`config.mk`:
```
export PLATFORM = sky130hd
export DESIGN_NAME = mem_arbiter
export DESIGN_NICKNAME = d
export VERILOG_FILES = /design/src/rtl/mem_arb_pkg.sv /design/src/rtl/arb_starve_counter.sv /design/src/rtl/mem_arbiter.sv
export SDC_FILE = /design/constraint.sdc
export NUM_CORES = 1
export LEC_CHECK = 0
export BUFFER_PORTS_ARGS = -buffer_cell sky130_fd_sc_hd__buf_2
export CELL_PAD_IN_SITES_DETAIL_PLACEMENT = 1
export CELL_PAD_IN_SITES_GLOBAL_PLACEMENT = 1
export CORE_ASPECT_RATIO = 1.4
export CORE_MARGIN = 1.5
export CORE_UTILIZATION = 36
export DETAILED_ROUTE_END_ITERATION = 16
export PLACE_DENSITY_LB_ADDON = 0.1
export SYNTH_ARGS = -nofsm -noshare
export SYNTH_HDL_FRONTEND = slang
export SYNTH_SLANG_ARGS = --single-unit
```
`constraint.sdc`:
```
create_clock -name clk -period 4.7 [get_ports clk]
set_input_delay 0.47 -clock clk [delete_from_list [all_inputs] [get_ports clk]]
set_output_delay 0.47 -clock clk [all_outputs]
set_load 0.02 [all_outputs]
```
`src/rtl/mem_arb_pkg.sv`:
```
// rtl/mem_arb_pkg.sv - shared types and defaults for the instruction/data memory arbiter
package mem_arb_pkg;

   // Arbiter sequencing: pick a winner, present it, wait for the response, pulse done
   typedef enum logic [1:0] {
      IDLE = 2'd0,
      REQ  = 2'd1,
      WAIT = 2'd2,
      RESP = 2'd3
   } state_t;

   // Which requester owns the transaction in flight
   typedef enum logic {
      OWN_I = 1'b0,
      OWN_D = 1'b1
   } owner_t;

   // Consecutive data grants allowed to bypass a waiting instruction fetch
   localparam int STARVE_LIMIT_DEF = 2;

endpackage

```
`src/rtl/arb_starve_counter.sv`:
```
// rtl/arb_starve_counter.sv - saturating count of data grants made over a waiting fetch
module arb_starve_counter #(
   parameter int LIMIT = 2
) (
   input  logic clk,
   input  logic rst,
   input  logic inc,
   input  logic clr,
   output logic at_limit
);

   localparam int W = $clog2(LIMIT + 1);

   logic [W-1:0] count;

   assign at_limit = (count == W'(LIMIT));

   // Clear wins over increment; the count never passes LIMIT
   always_ff @(posedge clk or posedge rst) begin
      if (rst) begin
         count <= '0;
      end else if (clr) begin
         count <= '0;
      end else if (inc && !at_limit) begin
         count <= count + W'(1);
      end
   end

endmodule

```
`src/rtl/mem_arbiter.sv`:
```
// rtl/mem_arbiter.sv - shares one variable-latency memory port between fetch and data stages
module mem_arbiter
   import mem_arb_pkg::*;
#(
   parameter int STARVE_LIMIT = STARVE_LIMIT_DEF
) (
   input  logic        clk,
   input  logic        rst,
   input  logic        i_req,
   input  logic [31:0] i_addr,
   output logic        i_done,
   output logic [31:0] i_rdata,
   input  logic        d_req,
   input  logic        d_we,
   input  logic [31:0] d_addr,
   input  logic [31:0] d_wdata,
   output logic        d_done,
   output logic [31:0] d_rdata,
   output logic        mem_req,
   output logic        mem_we,
   output logic [31:0] mem_addr,
   output logic [31:0] mem_wdata,
   input  logic        mem_gnt,
   input  logic        mem_rvalid,
   input  logic [31:0] mem_rdata
);

   state_t state;
   state_t state_n;
   owner_t owner;
   logic   grant_i;
   logic   grant_d;
   logic   starve_inc;
   logic   starve_clr;
   logic   at_limit;

   arb_starve_counter #(.LIMIT(STARVE_LIMIT)) u_starve (
      .clk      (clk),
      .rst      (rst),
      .inc      (starve_inc),
      .clr      (starve_clr),
      .at_limit (at_limit)
   );

   // Next state and winner selection; grants are only made from IDLE
   always_comb begin
      state_n    = state;
      grant_i    = 1'b0;
      grant_d    = 1'b0;
      starve_inc = 1'b0;
      starve_clr = 1'b0;
      case (state)
         IDLE: begin
            if (d_req && !(i_req && at_limit)) begin
               grant_d = 1'b1;
            end else if (i_req) begin
               grant_i = 1'b1;
            end
            if (grant_i || grant_d) begin
               state_n = REQ;
            end
            starve_inc = grant_d && i_req;
            starve_clr = grant_i || !i_req;
         end
         REQ:     if (mem_gnt)    state_n = WAIT;
         WAIT:    if (mem_rvalid) state_n = RESP;
         RESP:    state_n = IDLE;
         default: state_n = IDLE;
      endcase
   end

   // State register
   always_ff @(posedge clk or posedge rst) begin
      if (rst) begin
         state <= IDLE;
      end else begin
         state <= state_n;
      end
   end

   // Registered memory-side request, captured transaction and per-owner responses
   always_ff @(posedge clk or posedge rst) begin
      if (rst) begin
         owner     <= OWN_I;
         mem_req   <= 1'b0;
         mem_we    <= 1'b0;
         mem_addr  <= '0;
         mem_wdata <= '0;
         i_done    <= 1'b0;
         d_done    <= 1'b0;
         i_rdata   <= '0;
         d_rdata   <= '0;
      end else begin
         i_done  <= 1'b0;
         d_done  <= 1'b0;
         mem_req <= (state_n == REQ);
         if (grant_d) begin
            owner     <= OWN_D;
            mem_we    <= d_we;
            mem_addr  <= d_addr;
            mem_wdata <= d_wdata;
         end else if (grant_i) begin
            owner     <= OWN_I;
            mem_we    <= 1'b0;
            mem_addr  <= i_addr;
            mem_wdata <= '0;
         end
         if (state == WAIT && mem_rvalid) begin
            if (owner == OWN_I) begin
               i_done  <= 1'b1;
               i_rdata <= mem_rdata;
            end else begin
               d_done <= 1'b1;
               // A store acknowledge carries no data for the requester
               if (!mem_we) begin
                  d_rdata <= mem_rdata;
               end
            end
         end
      end
   end

endmodule

```
==> summary.md, run 1 <==
| Metric | Value |
|---|---|
| Finished Cell Area | between 7000 and 8000 um^2 |
| GRT Total Usage | just over 20% |
| Final Hold Vio Count | 0 |
| Share of total power in sequential cells | ~34% |
| Worst-skew pair later-pin latency | 0.42 ns |
| DR pass1 iterations | 4 |
| Layout Cells excl Fill | approximately 860 |
| Core Area | 15700 um^2 |
| Critical Path AT | 2.66 ns |
| Sw frac | between 30% and 40% |
| Post-layout nets | 787 |
| Req. time, crit path | 5.00 ns |
| #FFs+latches synth | 137 |
| Initial antenna violation count | 1 |
| Area contributors post-synth | dfrtp_1, mux2_4, mux2_2, a311o_1, a22o_1 |
| Max_cap viols | 0 |
| Mapped Area | 5810 um^2 |
| DRT iter0 DRCs | 141 |
| Area fraction of the dominant cell type after synthesis | 59.0% |
| Rows | between 50 and 60 |
| Net Sw Power | 0.00237 W |
| R2r endpoint | mem_addr[30] |
| Final Skew | ~0.0068 ns |
| Combinational Power Share | between 40% and 50% |
| DRC | 0 |
| Slew HR | 29.7% |
| Clk root buf | clkbuf_16 |
| Int Power | approximately 0.0037 W |
| Register area | 3430 um^2 |
| Number of library cell types mapped by synthesis | 28 |
| Pwr dens | roughly 780 nW/um^2 |
| Reg2Reg Depth | 6 |
| DR vias/cell | 5.25 |
| GRT overflow | 0 |
| Largest net degree at the start of global routing | 111 |
| Clock Power Share | a little over a fifth |
| Vertical die dimension | 153 um |
| R2R Path Start | u_starve.count[0] |
| Multi-input combinational cell area | 2130 um^2 |
| Max clock buf depth | 2 |
| # setup viols final | 0 |
| H-tree levels | 4 |
| CP Class | register to register |
| Static Leak | 3.90 nW |
| CP max stage cell | nand2_1 |
| Syn Nets | approximately 530 |
| Area grow syn2layout | 34.0% |
| Number of global-route vias before repair | slightly below 5000 |
| Crit path capture type | register |
| Post-synth top area cell | dfrtp_1 |
| Fill cells | 1686 |
| Worst setup startpoint | u_starve.count[0] |
| Routed vias | 4511 |
| DRT Wirelength | 17000 um |
| Post-Place Cell Area | 7220 um^2 |
| Sequential element share of the synthesized area | ~60% |
| Setup Buffers After CTS | 0 |
| RSZ-0062 raised after global routing | no |
| Drt wl/cell | 19.8 um |
| Final GP Congestion | 0.741 |
| Warning count from the yosys run | 0 |
| FMAX | roughly 0.42 GHz |
| Peak VDD IR | 0.354 mV |
| Ports | 267 |
| Max Fanout on Critical Path | 34 |
| Average size of a mapped cell | 14.7 um^2 |
| Starting Density | 37.1% |
| Placed wire-length estimate | 11500 um |
| CTS Hold Bufs | 0 |
| Status | completed |
| PortBufs | ~270 |
| Die area | 16900 um^2 |
| CTS clk-pin slew, worst paths | 0.06 ns |
| Setup crit end | mem_addr[30] |
| Setup TNS | 0 ns |
| CP peak stage delay | ~0.76 ns |
| Mapped Cells | ~400 |
| Final worst path period need | ~2.4 ns |
| CTS tree | built |
| Placed insts | 828 |
| Ant diodes | 0 |
| Cell Chain, Critical Path | inv_1 -> ha_1 -> nand2_1 -> nand3_1 -> buf_4 -> a311o_1 |
| Slew @ Worst Pin | 1.05 ns |
| First-pass GRT wire length | 27200 um |
| CTS resizes | 0 |
| Reg2reg setup slack | 2.34 ns |
| Die width | 110 um |
| Clock sinks | 137 |
| CTS buffer count | 17 |
| Final Max Tran Viols | 0 |
| Fraction of layout cells with a size suffix above 1 | between 50% and 60% |
| Period Utilization, post-route | 50.3% |
| Remaining antenna violation count | 0 |
| Worst hold-check path type | primary input to register |
| Crit start category | register |
[layout by cell type (no fill, tap or decap), types with 2 or more instances in the layout]
cell type   synthesis  layout
buf_4               6       8
and4_1             32      32
nand2_1             5       5
a311o_1            32      32
clkinv_2            0       2
o31ai_1             2       2
bufinv_16           0       2
inv_1               4       3
nor2_2              2       2
clkinvlp_4          0       4
dfrtp_1           137     137
inv_6               0       3
a22o_1             33      33
nand3_1             3       3
mux2_4             30      30
clkinv_4            0       2
clkbuf_16           0      17
o21a_1             32      32
mux2_2             34      34
buf_2               5     266
nor2_4              1       2
[flip-flops by register name, indices dropped and copies added, names as in the netlist]
register        count
mem_addr           32
owner               1
i_done              1
state               2
d_rdata            32
mem_wdata          32
u_starve.count      2
i_rdata            32
mem_req             1
d_done              1
mem_we              1
[metal layers]
layer,global-route usage [%],vias up,share of wire [%]
met1,24.1,2273,39
met4,9.34,2,2.9
met3,5.67,32,6.1
li1,-,2030,-
met5,0,-,0.076
met2,34.9,174,52
[power by group through the flow]
stage	Combinational, W	Clock [W]	Sequential, W
2_1_floorplan	0.00116	0	0.00272
3_3_place_gp	0.00264	0	0.00205
3_5_place_dp	0.00270	0	0.00208
4_1_cts	0.00272	0.00134	0.00207
5_1_grt	0.00286	0.00139	0.00214
6_report	0.00267	0.00130	0.00206
[stage by stage]
stage,hold slack [ns],worst slack [ns],utilization (%),power [W]
global placement,0.468,2.36,46.0,0.00470
floorplan,0.451,0.562,-,0.00389
detailed placement,0.484,2.32,46.0,0.00478
finish,0.265,2.34,49.7,0.00604
CTS,0.243,2.33,49.7,0.00612
global route,0.255,2.20,49.7,0.00640
[worst max-delay path, delay by kind of cell (launching register included)]
| kind | cells | cell delay, ns |
|---|---|---|
| compound gates | 1 | 0.40 |
| simple gates | 2 | 0.91 |
| fa+ha+maj | 1 | 0.19 |
| buf+inv | 2 | 0.35 |
| flops | 1 | 0.37 |
[cell usage after synthesis]
cell type,instances
a21o_1,1
a22o_1,33
a311o_1,32
and3_1,1
and4_1,32
and4b_4,1
buf_12,3
buf_2,5
buf_4,6
buf_6,4
clkbuf_1,19
dfrtp_1,137
ha_1,1
inv_1,4
mux2_2,34
mux2_4,30
nand2_1,5
nand3_1,3
nand3b_1,1
nor2_1,2
nor2_2,2
nor2_4,1
nor2b_4,1
o21a_1,32
o21ai_0,1
o21ai_2,1
o31ai_1,2
or2_1,1
[area by class of cell]
| cell class | count | share of cell area, % |
|---|---|---|
| flip-flops and latches | 137 | 44.0 |
| multi-input cells | 217 | 27.4 |
| repair buffers | 274 | 17.9 |
| inverters | 4 | 0.257 |
| well taps | 196 | 3.15 |
| clock inverters | 13 | 1.88 |
| clock buffers | 18 | 5.51 |
[kinds of logic after synthesis]
kind of cell / share of synthesized area, %
adder cells (fa/ha/maj): 0.215
flip-flops: 59.0
AND/OR/NAND/NOR: 6.76
buffers and inverters: 4.50
AO/OA/AOI/OAI: 15.2
multiplexers: 14.3
[worst min-delay path by stage]
stage                       from                 to  slack, ns  cells after the start
2_1_floorplan  u_starve.count[1]  u_starve.count[1]       0.45                      2
3_3_place_gp   u_starve.count[1]  u_starve.count[1]       0.47                      2
3_5_place_dp   u_starve.count[0]  u_starve.count[0]       0.48                      1
4_1_cts              d_wdata[12]      mem_wdata[12]       0.24                      2
5_1_grt               d_wdata[4]       mem_wdata[4]       0.26                      2
6_report             d_wdata[12]      mem_wdata[12]       0.27                      2
Power figures use the tool's default switching activity.
==> run 2, diff against run 1 <==
--- a/config.mk
+++ b/config.mk
@@ -5,12 +5,13 @@
 export SDC_FILE = /design/constraint.sdc
 export NUM_CORES = 1
 export LEC_CHECK = 0
+export ABC_AREA = 1
 export BUFFER_PORTS_ARGS = -buffer_cell sky130_fd_sc_hd__buf_2
 export CELL_PAD_IN_SITES_DETAIL_PLACEMENT = 1
 export CELL_PAD_IN_SITES_GLOBAL_PLACEMENT = 1
 export CORE_ASPECT_RATIO = 1.4
 export CORE_MARGIN = 1.5
-export CORE_UTILIZATION = 36
+export CORE_UTILIZATION = 30
 export DETAILED_ROUTE_END_ITERATION = 16
 export PLACE_DENSITY_LB_ADDON = 0.1
 export SYNTH_ARGS = -nofsm -noshare
==> constraint.sdc (replaced) <==
create_clock -name clk -period 2.1 [get_ports clk]
set_input_delay 0.21 -clock clk [delete_from_list [all_inputs] [get_ports clk]]
set_output_delay 0.21 -clock clk [all_outputs]
set_load 0.02 [all_outputs]
==> run 2 against run 1 <==
Die area is 24% higher; largest power group unchanged; register-to-register slack worse by 1.8 ns; critical path type unchanged; highest routed layer is now met4; largest cell class unchanged; wire length up 22%; clock power grew 130%; area after synthesis rose by 3.5%.
==> summary.md, run 2 <==
| Metric | Value |
|---|---|
| Core Area | 19800 um^2 |
| Worst-skew pair later-pin latency | 0.42 ns |
| Reg2Reg Depth | 6 |
| CTS Hold Bufs | 15 |
| Layout Cells excl Fill | 1271 |
| Crit path capture type | register |
| Final worst path period need | 1.60 ns |
| Max Fanout on Critical Path | 20 |
| Post-Synth XOR/XNOR Area | 0% |
| Reg2reg setup slack | 0.50 ns |
| Commonest non-fill, non-tap cell in the layout | buf_2 |
| Setup TNS | 0 ns |
| Pwr dens | 1560 nW/um^2 |
| GR Util met2 | 36.4% |
| Die width | 123 um |
| Peak VDD IR | around 0.60 mV |
| Post-synth top flop | dfrtp_1 |
| Post-synth top area cell | dfrtp_1 |
| Area grow syn2layout | 39.4% |
| Ports | around 270 |
| Status | completed |
| Placed wire-length estimate | 13900 um |
| CP Class | register to register |
| Average size of a mapped cell | 8.23 um^2 |
| Number of global-route vias before repair | 6045 |
| Initial antenna violation count | 3 |
| Synth cell count leaders | nand2_1, dfrtp_1, inv_1, o21ai_0, nand3_1 |
| #FFs+latches synth | 137 |
| Mapped Cells | 731 |
| CTS clk-pin slew, worst paths | about 0.070 ns |
| Grt met3 use | 5.80% |
| CTS buffer count | 17 |
| Starting Density | 30.5% |
| Final Hold Vio Count | 0 |
| Simple-gate share of the synthesized area | around 24% |
| FMAX | 0.626 GHz |
| Final Max Tran Viols | 0 |
| Crit start category | register |
| Largest family of logic cells by synthesized area | simple AND/OR/NAND/NOR gates |
| Max_cap viols | 0 |
| Max clock buf depth | 2 |
| Remaining antenna violation count | 0 |
| Req. time, crit path | 2.46 ns |
| Syn Nets | 867 |
| Hold Path Sink | i_rdata[24] |
| GRT overflow | 0 |
| Clock sinks | 137 |
| Multiplexer area fraction after synthesis | 0% |
| R2R Path Start | state[0] |
| Placed insts | about 1200 |
| Period Utilization, post-route | 76.1% |
| First-pass GRT wire length | 32300 um |
| PortBufs | 266 |
| Hold-critical path depth | 3 |
| Count leader, synth | nand2_1 |
| Synth Area in Adders | 0.208% |
| R2r endpoint | i_rdata[2] |
| Worst hold-check path type | primary input to register |
| Vertical die dimension | about 170 um |
| GRT Total Usage | 20.2% |
| Setup Buffers After CTS | 0 |
| Post-synth EDFFs | 0 |
| Fill cells | 2483 |
| Post-layout nets | 1139 |
| Hold wc startpoint | mem_rdata[24] |
| Slew @ Worst Pin | around 0.50 ns |
| CTS resizes | 0 |
| Area fraction of the dominant cell type after synthesis | 57.0% |
| Die area | 20900 um^2 |
| Total power | roughly 0.013 W |
| Mapped Area | about 6000 um^2 |
| Final GP Congestion | between 0.7 and 0.8 |
| Clk root buf | clkbuf_16 |
| Sequential element share of the synthesized area | between 50% and 60% |
| DR pass1 iterations | 4 |
| Static Leak | between 4 and 5 nW |
| DR vias/cell | 4.59 |
| Critical Path AT | 1.96 ns |
| Final Skew | 0.00774 ns |
| H-tree levels | 4 |
| Routed vias | 5839 |
| DRT iter0 DRCs | just over 200 |
| Warning count from the yosys run | 0 |
| Top Usage Layer GRT | met2 |
| CTS tree | built |
| Post-synthesis compound-gate area fraction | 8.44% |
| Met1 Use GR | 22.5% |
| DRC | 0 |
| Slew HR | 66.5% |
| Rows | 61 |
| Number of library cell types mapped by synthesis | 21 |
| Drt wl/cell | 16.3 um |
| # setup viols final | 0 |
| Hold slack | 0.0131 ns |
| Asr flop ratio synth | 100% |
| DRT Wirelength | 20800 um |
| Area contributors post-synth | dfrtp_1, nand2_1, o21ai_0, inv_1, nand4_1 |
| Largest net degree at the start of global routing | between 60 and 70 |
| RSZ-0062 raised after global routing | no |
| Fraction of layout cells with a size suffix above 1 | about a third |
| Most frequent cells in the layout | buf_2, nand2_1, dfrtp_1 |
==> run 2: cell types whose count changed after synthesis, moves of 31 or more <==
cell,previous run,this run
nand2_1,5,265
inv_1,4,102
o21ai_0,1,81
mux2_2,34,0
a22o_1,33,0
a311o_1,32,0
and4_1,32,0
nand4_1,0,32
o21a_1,32,0
nand3_1,3,34
==> run 2: metrics by stage <==
stage	area, um^2	util, %	worst slack [ns]
floorplan	6020	-	0.183
global placement	7650	38.7	0.541
detailed placement	7650	38.7	0.483
CTS	8380	42.4	0.469
global route	8390	42.4	0.334
finish	8390	42.5	0.502
==> run 2: critical path: stages (launching register included) <==
cell and delay (ns):
dfrtp_1 0.42, inv_2 0.11, nand3_4 0.19, nor2_2 0.42, buf_4 0.26, nand2_1 0.07, nand2_1 0.07
==> run 2: cells by family after synthesis <==
kind of cell | after synthesis
and+or+nand+nor | 341
buffers and inverters | 151
DFF | 137
AOI/OAI and AO/OA | 101
adders and majority gates | 1
==> run 2: worst max-delay path by stage <==
stage                  end     start  slack [ns]
2_1_floorplan       d_done       rst        0.18
3_3_place_gp    i_rdata[4]  state[0]        0.54
3_5_place_dp    i_rdata[2]  state[0]        0.48
4_1_cts         i_rdata[2]  state[0]        0.47
5_1_grt        i_rdata[19]  state[0]        0.33
6_report        i_rdata[2]  state[0]        0.50
==> run 2: area by class of cell <==
class	instances	area [um^2]	share of cell area [%]
clock buffers	19	453	5.40
diodes	3	7.51	0.0895
clock inverters	13	133	1.58
well taps	252	315	3.76
repair buffers	299	1690	20.2
multi-input cells	443	1970	23.4
flip-flops and latches	137	3430	40.9
inverters	105	398	4.74
==> run 2: where the power goes <==
group / internal, W / switching, W
clock: 0.00173 / 0.00127
sequential: 0.00381 / 0.000595
combinational: 0.00175 / 0.00393
total: 0.00729 / 0.00579
==> run 2: routing by layer <==
metal | vias up | wire [um]
li1 | 2823 | -
met1 | 2811 | 8080
met2 | 178 | 10700
met3 | 27 | 1480
met4 | 0 | 452
met5 | - | 0
